--- src/rtl/uart_rx_param.sv ---
// Parametrised UART receiver: oversampled start detection, 5..9 data bits,
// optional odd/even parity, one or two stop bits, and a one-entry
// valid/ready holding register with per-frame error flags and sticky overrun.
module uart_rx_param #(
    parameter int CLKS_PER_BIT = 21812,
    parameter int DATA_BITS    = 8,
    parameter int PARITY       = 0,
    parameter int STOP_BITS    = 1
) (
    input  logic                 clk,
    input  logic                 i_reset,
    input  logic                 i_rx,
    input  logic                 i_ready,
    input  logic                 i_clear_overrun,
    output logic [DATA_BITS-1:0] o_data,
    output logic                 o_valid,
    output logic                 o_parity_err,
    output logic                 o_frame_err,
    output logic                 o_overrun,
    output logic                 o_busy
);

    localparam int HALF_BIT = CLKS_PER_BIT / 2;
    localparam int CW       = $clog2(CLKS_PER_BIT + 1);
    localparam int IW       = $clog2(DATA_BITS + 1);

    localparam logic [CW-1:0] CNT_LAST      = CW'(CLKS_PER_BIT - 1);
    localparam logic [CW-1:0] CNT_HALF      = CW'(HALF_BIT);
    localparam logic [IW-1:0] IDX_DATA_LAST = IW'(DATA_BITS - 1);
    localparam logic [IW-1:0] IDX_STOP_LAST = IW'(STOP_BITS - 1);

    typedef enum logic [2:0] {
        ST_IDLE,
        ST_START,
        ST_DATA,
        ST_PARITY,
        ST_STOP
    } state_t;

    state_t                 state;
    logic [CW-1:0]          count;
    logic [IW-1:0]          bit_idx;
    logic [DATA_BITS-1:0]   shift_reg;
    logic                   parity_err_acc;
    logic                   frame_err_acc;
    logic                   s1;
    logic                   s2;

    logic                   sample_tick;
    logic                   frame_done;
    logic                   frame_err_final;
    logic                   parity_calc;
    logic                   parity_bad;

    assign sample_tick     = (count == CNT_LAST);
    assign frame_done      = (state == ST_STOP) && sample_tick && (bit_idx == IDX_STOP_LAST);
    assign frame_err_final = frame_err_acc | ~s2;
    assign parity_calc     = (^shift_reg) ^ s2;
    assign parity_bad      = (PARITY == 1) ? ~parity_calc : parity_calc;

    // Two-flop synchroniser for the asynchronous line; idles high.
    always_ff @(posedge clk) begin
        if (i_reset) begin
            s1 <= 1'b1;
            s2 <= 1'b1;
        end else begin
            s1 <= i_rx;
            s2 <= s1;
        end
    end

    // Receive FSM plus the holding register and overrun flag it feeds.
    always_ff @(posedge clk) begin
        if (i_reset) begin
            state          <= ST_IDLE;
            count          <= '0;
            bit_idx        <= '0;
            shift_reg      <= '0;
            parity_err_acc <= 1'b0;
            frame_err_acc  <= 1'b0;
            o_data         <= '0;
            o_valid        <= 1'b0;
            o_parity_err   <= 1'b0;
            o_frame_err    <= 1'b0;
            o_overrun      <= 1'b0;
            o_busy         <= 1'b0;
        end else begin
            case (state)
                ST_IDLE: begin
                    if (!s2) begin
                        state          <= ST_START;
                        count          <= CW'(1);
                        parity_err_acc <= 1'b0;
                        frame_err_acc  <= 1'b0;
                        o_busy         <= 1'b1;
                    end
                end
                ST_START: begin
                    if (s2) begin
                        state  <= ST_IDLE;
                        count  <= '0;
                        o_busy <= 1'b0;
                    end else if (count == CNT_HALF) begin
                        state   <= ST_DATA;
                        count   <= '0;
                        bit_idx <= '0;
                    end else begin
                        count <= count + 1'b1;
                    end
                end
                ST_DATA: begin
                    if (sample_tick) begin
                        count     <= '0;
                        shift_reg <= {s2, shift_reg[DATA_BITS-1:1]};
                        if (bit_idx == IDX_DATA_LAST) begin
                            bit_idx <= '0;
                            state   <= (PARITY != 0) ? ST_PARITY : ST_STOP;
                        end else begin
                            bit_idx <= bit_idx + 1'b1;
                        end
                    end else begin
                        count <= count + 1'b1;
                    end
                end
                ST_PARITY: begin
                    if (sample_tick) begin
                        count          <= '0;
                        parity_err_acc <= parity_bad;
                        bit_idx        <= '0;
                        state          <= ST_STOP;
                    end else begin
                        count <= count + 1'b1;
                    end
                end
                ST_STOP: begin
                    if (sample_tick) begin
                        count <= '0;
                        if (!s2) begin
                            frame_err_acc <= 1'b1;
                        end
                        if (bit_idx == IDX_STOP_LAST) begin
                            state     <= ST_IDLE;
                            bit_idx   <= '0;
                            shift_reg <= '0;
                            o_busy    <= 1'b0;
                        end else begin
                            bit_idx <= bit_idx + 1'b1;
                        end
                    end else begin
                        count <= count + 1'b1;
                    end
                end
                default: begin
                    state  <= ST_IDLE;
                    count  <= '0;
                    o_busy <= 1'b0;
                end
            endcase

            if (frame_done) begin
                if (!o_valid || i_ready) begin
                    o_data       <= shift_reg;
                    o_parity_err <= parity_err_acc;
                    o_frame_err  <= frame_err_final;
                    o_valid      <= 1'b1;
                end
            end else if (o_valid && i_ready) begin
                o_valid <= 1'b0;
            end

            if (frame_done && o_valid && !i_ready) begin
                o_overrun <= 1'b1;
            end else if (i_clear_overrun) begin
                o_overrun <= 1'b0;
            end
        end
    end

endmodule

--- config.mk ---
export PLATFORM = sky130hd
export DESIGN_NAME = uart_rx_param
export DESIGN_NICKNAME = d
export VERILOG_FILES = /design/src/rtl/uart_rx_param.sv
export SDC_FILE = /design/constraint.sdc
export NUM_CORES = 1
export LEC_CHECK = 0
export BUFFER_PORTS_ARGS = -buffer_cell sky130_fd_sc_hd__buf_2
export CAP_MARGIN = 20
export CORE_ASPECT_RATIO = 2
export CORE_MARGIN = 2
export CORE_UTILIZATION = 58
export CTS_CLUSTER_SIZE = 10
export DETAILED_ROUTE_END_ITERATION = 12
export GPL_TIMING_DRIVEN = 0
export PLACE_DENSITY = 0.84
export SYNTH_ARGS = -nofsm -noshare
export SYNTH_HDL_FRONTEND = slang
export SYNTH_SLANG_ARGS = --single-unit
--- constraint.sdc ---
create_clock -name clk -period 3.55 [get_ports clk]
set_input_delay 0.1775 -clock clk [delete_from_list [all_inputs] [get_ports clk]]
set_output_delay 0.1775 -clock clk [all_outputs]
set_load 0.03 [all_outputs]
Yosys cells after proc, flatten, opt, wreduce, memory -nomap -nowiden. Index checks and enable logic that the tools add are counted.

Register bits after elaboration: 47. Output and inout bits: 13.

Add/sub/neg operators: 2. Equality and inequality tests: 19. Multiplexer cells: 41. Bitwise logic cells: 4. Reduce and logical (&&, ||, !) cells: 27.

Operator list (number): 15-bit two-way mux (4); 15-bit case mux with 3 select lines (1); 4-bit two-way mux (7); 3-bit two-way mux (8); 8-bit two-way mux (3); 2-bit != test, second input constant (9); 4-bit case mux with 4 select lines (1); 8-bit case mux with 2 select lines (1); 15-bit by 1-bit adder with 15-bit output, second input constant (1); 15-bit by 14-bit == test with 1-bit output, second input constant (1); 15-bit == test, second input constant (1); 3-bit case mux with 5 select lines (1); 1-bit two-way mux (12); 2-bit nonzero test (5); 4-bit AND reduction (2); 8-bit parity (1); 7-bit AND reduction (1); 3-bit by 2-bit == test with 1-bit output, second input constant (2); 6-bit AND reduction (1); 1-bit logical AND (5); 5-bit AND reduction (1); 4-bit by 1-bit adder with 4-bit output, second input constant (1); 4-bit by 3-bit == test with 1-bit output, second input constant (1); 4-bit zero test (1); other kinds (17) (22).

Depth between registers and ports, before layout.
Word-level depth: 6. Depth in mapped cells: 8.

Least setup slack after synthesis. OpenSTA, ideal clock, no wires.

Path type: register to register. Start: reg count[1]. End: reg shift_reg[0]. Setup time: 0.128 ns. Data arrival time: 1.727 ns. Required time: 3.422 ns. Setup slack: 1.695 ns. Cell stages (with the launch flop): 8. Path buffers: 1. Period minus slack after synthesis: 1.855 ns. Cell sequence: dfxtp_1 ha_1 and4b_1 nand4_1 buf_2 a21oi_4 mux2i_1 nor2_1.

Longest elaborated chain between the ends: 3.

Ends and longest elaborated chain: from (decl) (RTL line 41) `logic [CW-1:0] count;`; from (signal assigned) (RTL line 108) `count <= count + 1'b1;`; from (signal assigned) (RTL line 122) `count <= count + 1'b1;`; from (signal assigned) (RTL line 132) `count <= count + 1'b1;`; 15-bit == test (*) (RTL line 55) `assign sample_tick = (count == CNT_LAST);`; 2-bit != test (no line); 4-bit AND reduction (no line) (*); to (signal assigned) (RTL line 114) `shift_reg <= {s2, shift_reg[DATA_BITS-1:1]};`; to (decl) (RTL line 43) `logic [DATA_BITS-1:0] shift_reg;`.

Mark *: on every way between the ends. The rest lies on a longest branch, timed or not. A chain may end at the register's enable or synchronous reset.

Worst setup path after layout.
Start: reg count[1]. End: reg bit_idx[2].

Longest elaborated chain between the ends: 3.

Ends and longest elaborated chain: 15-bit by 14-bit == test with 1-bit output or 15-bit == test (tied branches) (RTL line 103, 55); 2-bit != test (no line); 6-bit AND reduction (no line) (*); to (signal assigned) (RTL line 119) `bit_idx <= bit_idx + 1'b1;`; to (signal assigned) (RTL line 147) `bit_idx <= bit_idx + 1'b1;`; to (decl) (RTL line 42) `logic [IW-1:0] bit_idx;`.

Marks and branches as above.

==> impl_metrics.toml <==
[outcome]
status = "complete, no violations"

[floorplanning]
die_area_mm2 = 0.004621
num_rows = 32
ioPinCount = 18
initial_core_util = 0.6070
die_h_um = 94.16
die_w_um = 49.08
core-area_mm2 = 0.003884

[power]
p_sw_uw = 215.7
p_sw_frac = 0.2354
peakVddDrop_uv = 266.4
power_frac_seq = 0.580
p_per_area_mw_per_mm2 = 351.8
intPower_uw = 700.7
p_comb_frac = 0.039
clkPwrFrac = 0.381
p_leak_uw = 0.0009470

[drt]
drt_iter0_markers = 39
ant_nets = 0
avgViaCountPerCell = 5.820
vias = 2008
dr.pass1.iters = 5
avgRoutedWirePerCell_um = 14.77
wl_um = 5094
drc = 0

[clocking]
htree_levels = 2
cts_buffer_depth = 2
numCtsBuffers = 5
holdBufCountCts = 0
cts_tree = "built"
postCtsResizedCells = 0
clk_pin_slew_worst_paths_ns = 0.09
cts_root_buf = "clkbuf_8"
clk_latency_ns = 0.31
post_cts_buffers = 0
numClockSinks = 47

[sta]
slew_headroom = 0.5872
post-route-period-util = 0.6386
worst_slack_ns = 1.283
fin_skew_ns = 0.009564
drv_slew = 0
worstMarginPinSlew_ns = 0.6175
fin_tns_setup_ns = 0
setup_violations = 0
clock.fmax_mhz = 441.1
finalHoldViolCount = 0
fin_crit_ns = 2.267
rsz0062_at_grt = "false"

[layout]
nets = 302
final_layout_size_suffix_gt1_frac = 0.1361
seqCellArea_um2 = 940.9
area_growth_pct = 10.51
final_area_mm2 = 0.002605
n_antenna_cell = 0
fill_cells = 342
multi_input_area_mm2 = 0.001329
largest_register_ffs = 15

[global_routing]
antenna_found_initial = 0
grt_first_pass_wirelength_um = 8832
grt_overflow_total = 0
track_usage = 0.2472
grt_pass1_vias = 1982
grt_max_degree = 16

[synth]
synth_adder_area_share = 0.02123
synthTopCellsByCount = "nor2_1, dfxtp_1, mux2i_1"
yosysMostFrequentCell = "nor2_1"
synthCells = 269
ys_seq_area_frac = 0.3992
synth_top_family_by_area = "simple AND/OR/NAND/NOR gates"
yosys.area.top_type_share = 0.3992
synth_xor_area_frac = 0.06529
yosys.area_share.simple = 0.2834
syn_nets = 278
yosys.cell_types.count = 52
synth_largest_area_cell = "dfxtp_1"
synth_compound_area_frac = 0.1215
syn_area_per_cell_um2 = 8.763
synth_edf_count = 0
synth_seq_cells = 47
yosys_warnings = 0
syn_area_mm2 = 0.002357
muxShareOfSynthArea = 0.07219
ys.flop_type = "dfxtp_1"
synth_area_leaders = "dfxtp_1, nor2_1, mux2i_1"
async_reset_ff_frac = 0

[setup_path]
cp_data_required_time_ns = 3.73
arrival_ns = 2.45
endpoint_kind = "flop"
cp_max_fo = 10
startpoint_type = "flop"
crit_type = "reg -> reg"

[placement]
dpl.hpwl_um = 3817
dpl_cell_area_mm2 = 0.002506
pre_cts_slack_ns = 1.336
port_buffers = 17
place_congestion = 0.8471

[min_path]
min_path_type = "in -> reg"

[flow_run]
max_cap_viol_count = 0
==> per-stage QoR <==
step / hold WS [ns] / instances / power (uW) / utilization
finish: 0.04584 / 345 / 916.4 / 0.6707
global route: 0.05736 / 345 / 942.6 / 0.6707
CTS: 0.05126 / 345 / 919.6 / 0.6707
detailed placement: 0.3715 / 337 / 579.3 / 0.6453
global placement: 0.3598 / 337 / 578.5 / 0.6453
floorplan: 0.2813 / 269 / 567.8 / -
==> layer usage <==
layer	share of wire	wire [um]	up-vias	global-route usage
met5	0	0	-	0
met4	0.032	165	0	0.1381
met3	0.029	150	13	0.04299
met2	0.57	2899	48	0.4775
met1	0.37	1880	964	0.2359
li1	-	-	983	-
==> logic make-up (layout without fill, tap and decap cells) <==
kind of cell	Yosys count	in the layout
AO/OA/AOI/OAI	39	39
XOR/XNOR	16	16
adder cells (fa/ha/maj)	4	4
buffers and inverters	21	46
flip-flops	47	47
multiplexers	17	17
AND/OR/NAND/NOR	125	125
==> worst max-delay path, cell delays in order (launching register included) <==
cell and delay [ns]:
dfxtp_1 0.41, ha_1 0.27, and4b_1 0.22, nand4_1 0.25, buf_2 0.30, o22ai_1 0.37
o31a_1 0.23, o22ai_1 0.08
==> path summary, 6_finish.rpt <==
kind,cells after the start,slack [ns],to,from
max,7,1.28,bit_idx[2],count[1]
min,2,0.05,s1,i_rx
max reg2reg,7,1.28,bit_idx[2],count[1]
min reg2reg,1,0.43,s2,s1
==> final cells by class <==
class,count,area share
Inverter,9,0.01297
Multi-Input combinational cell,201,0.5101
Tap cell,51,0.02450
Clock buffer,6,0.03170
Timing Repair Buffer,17,0.03266
Buffer,12,0.02065
Sequential cell,47,0.3612
Clock inverter,2,0.006244
==> power by group through the flow <==
stage	Clock (uW)	Sequential [uW]	Combinational (uW)
5_1_grt	371	532	39.3
3_5_place_dp	0	544	35.4
3_3_place_gp	0	544	34.8
2_1_floorplan	0	545	23.0
6_report	349	532	35.9
4_1_cts	352	532	35.8
==> cell usage in the layout, fill, tap and decap left out, types with 5 or more instances in the layout <==
| cell | n |
|---|---|
| nand4_1 | 5 |
| dfxtp_1 | 47 |
| xnor2_1 | 10 |
| buf_2 | 21 |
| mux2i_1 | 17 |
| clkbuf_1 | 7 |
| nand2b_1 | 6 |
| a21oi_1 | 11 |
| nor2b_1 | 11 |
| inv_1 | 9 |
| nand2_1 | 14 |
| nand3_1 | 6 |
| clkbuf_8 | 6 |
| nor2_1 | 50 |
| xor2_1 | 5 |
Power figures use the tool's default switching activity.
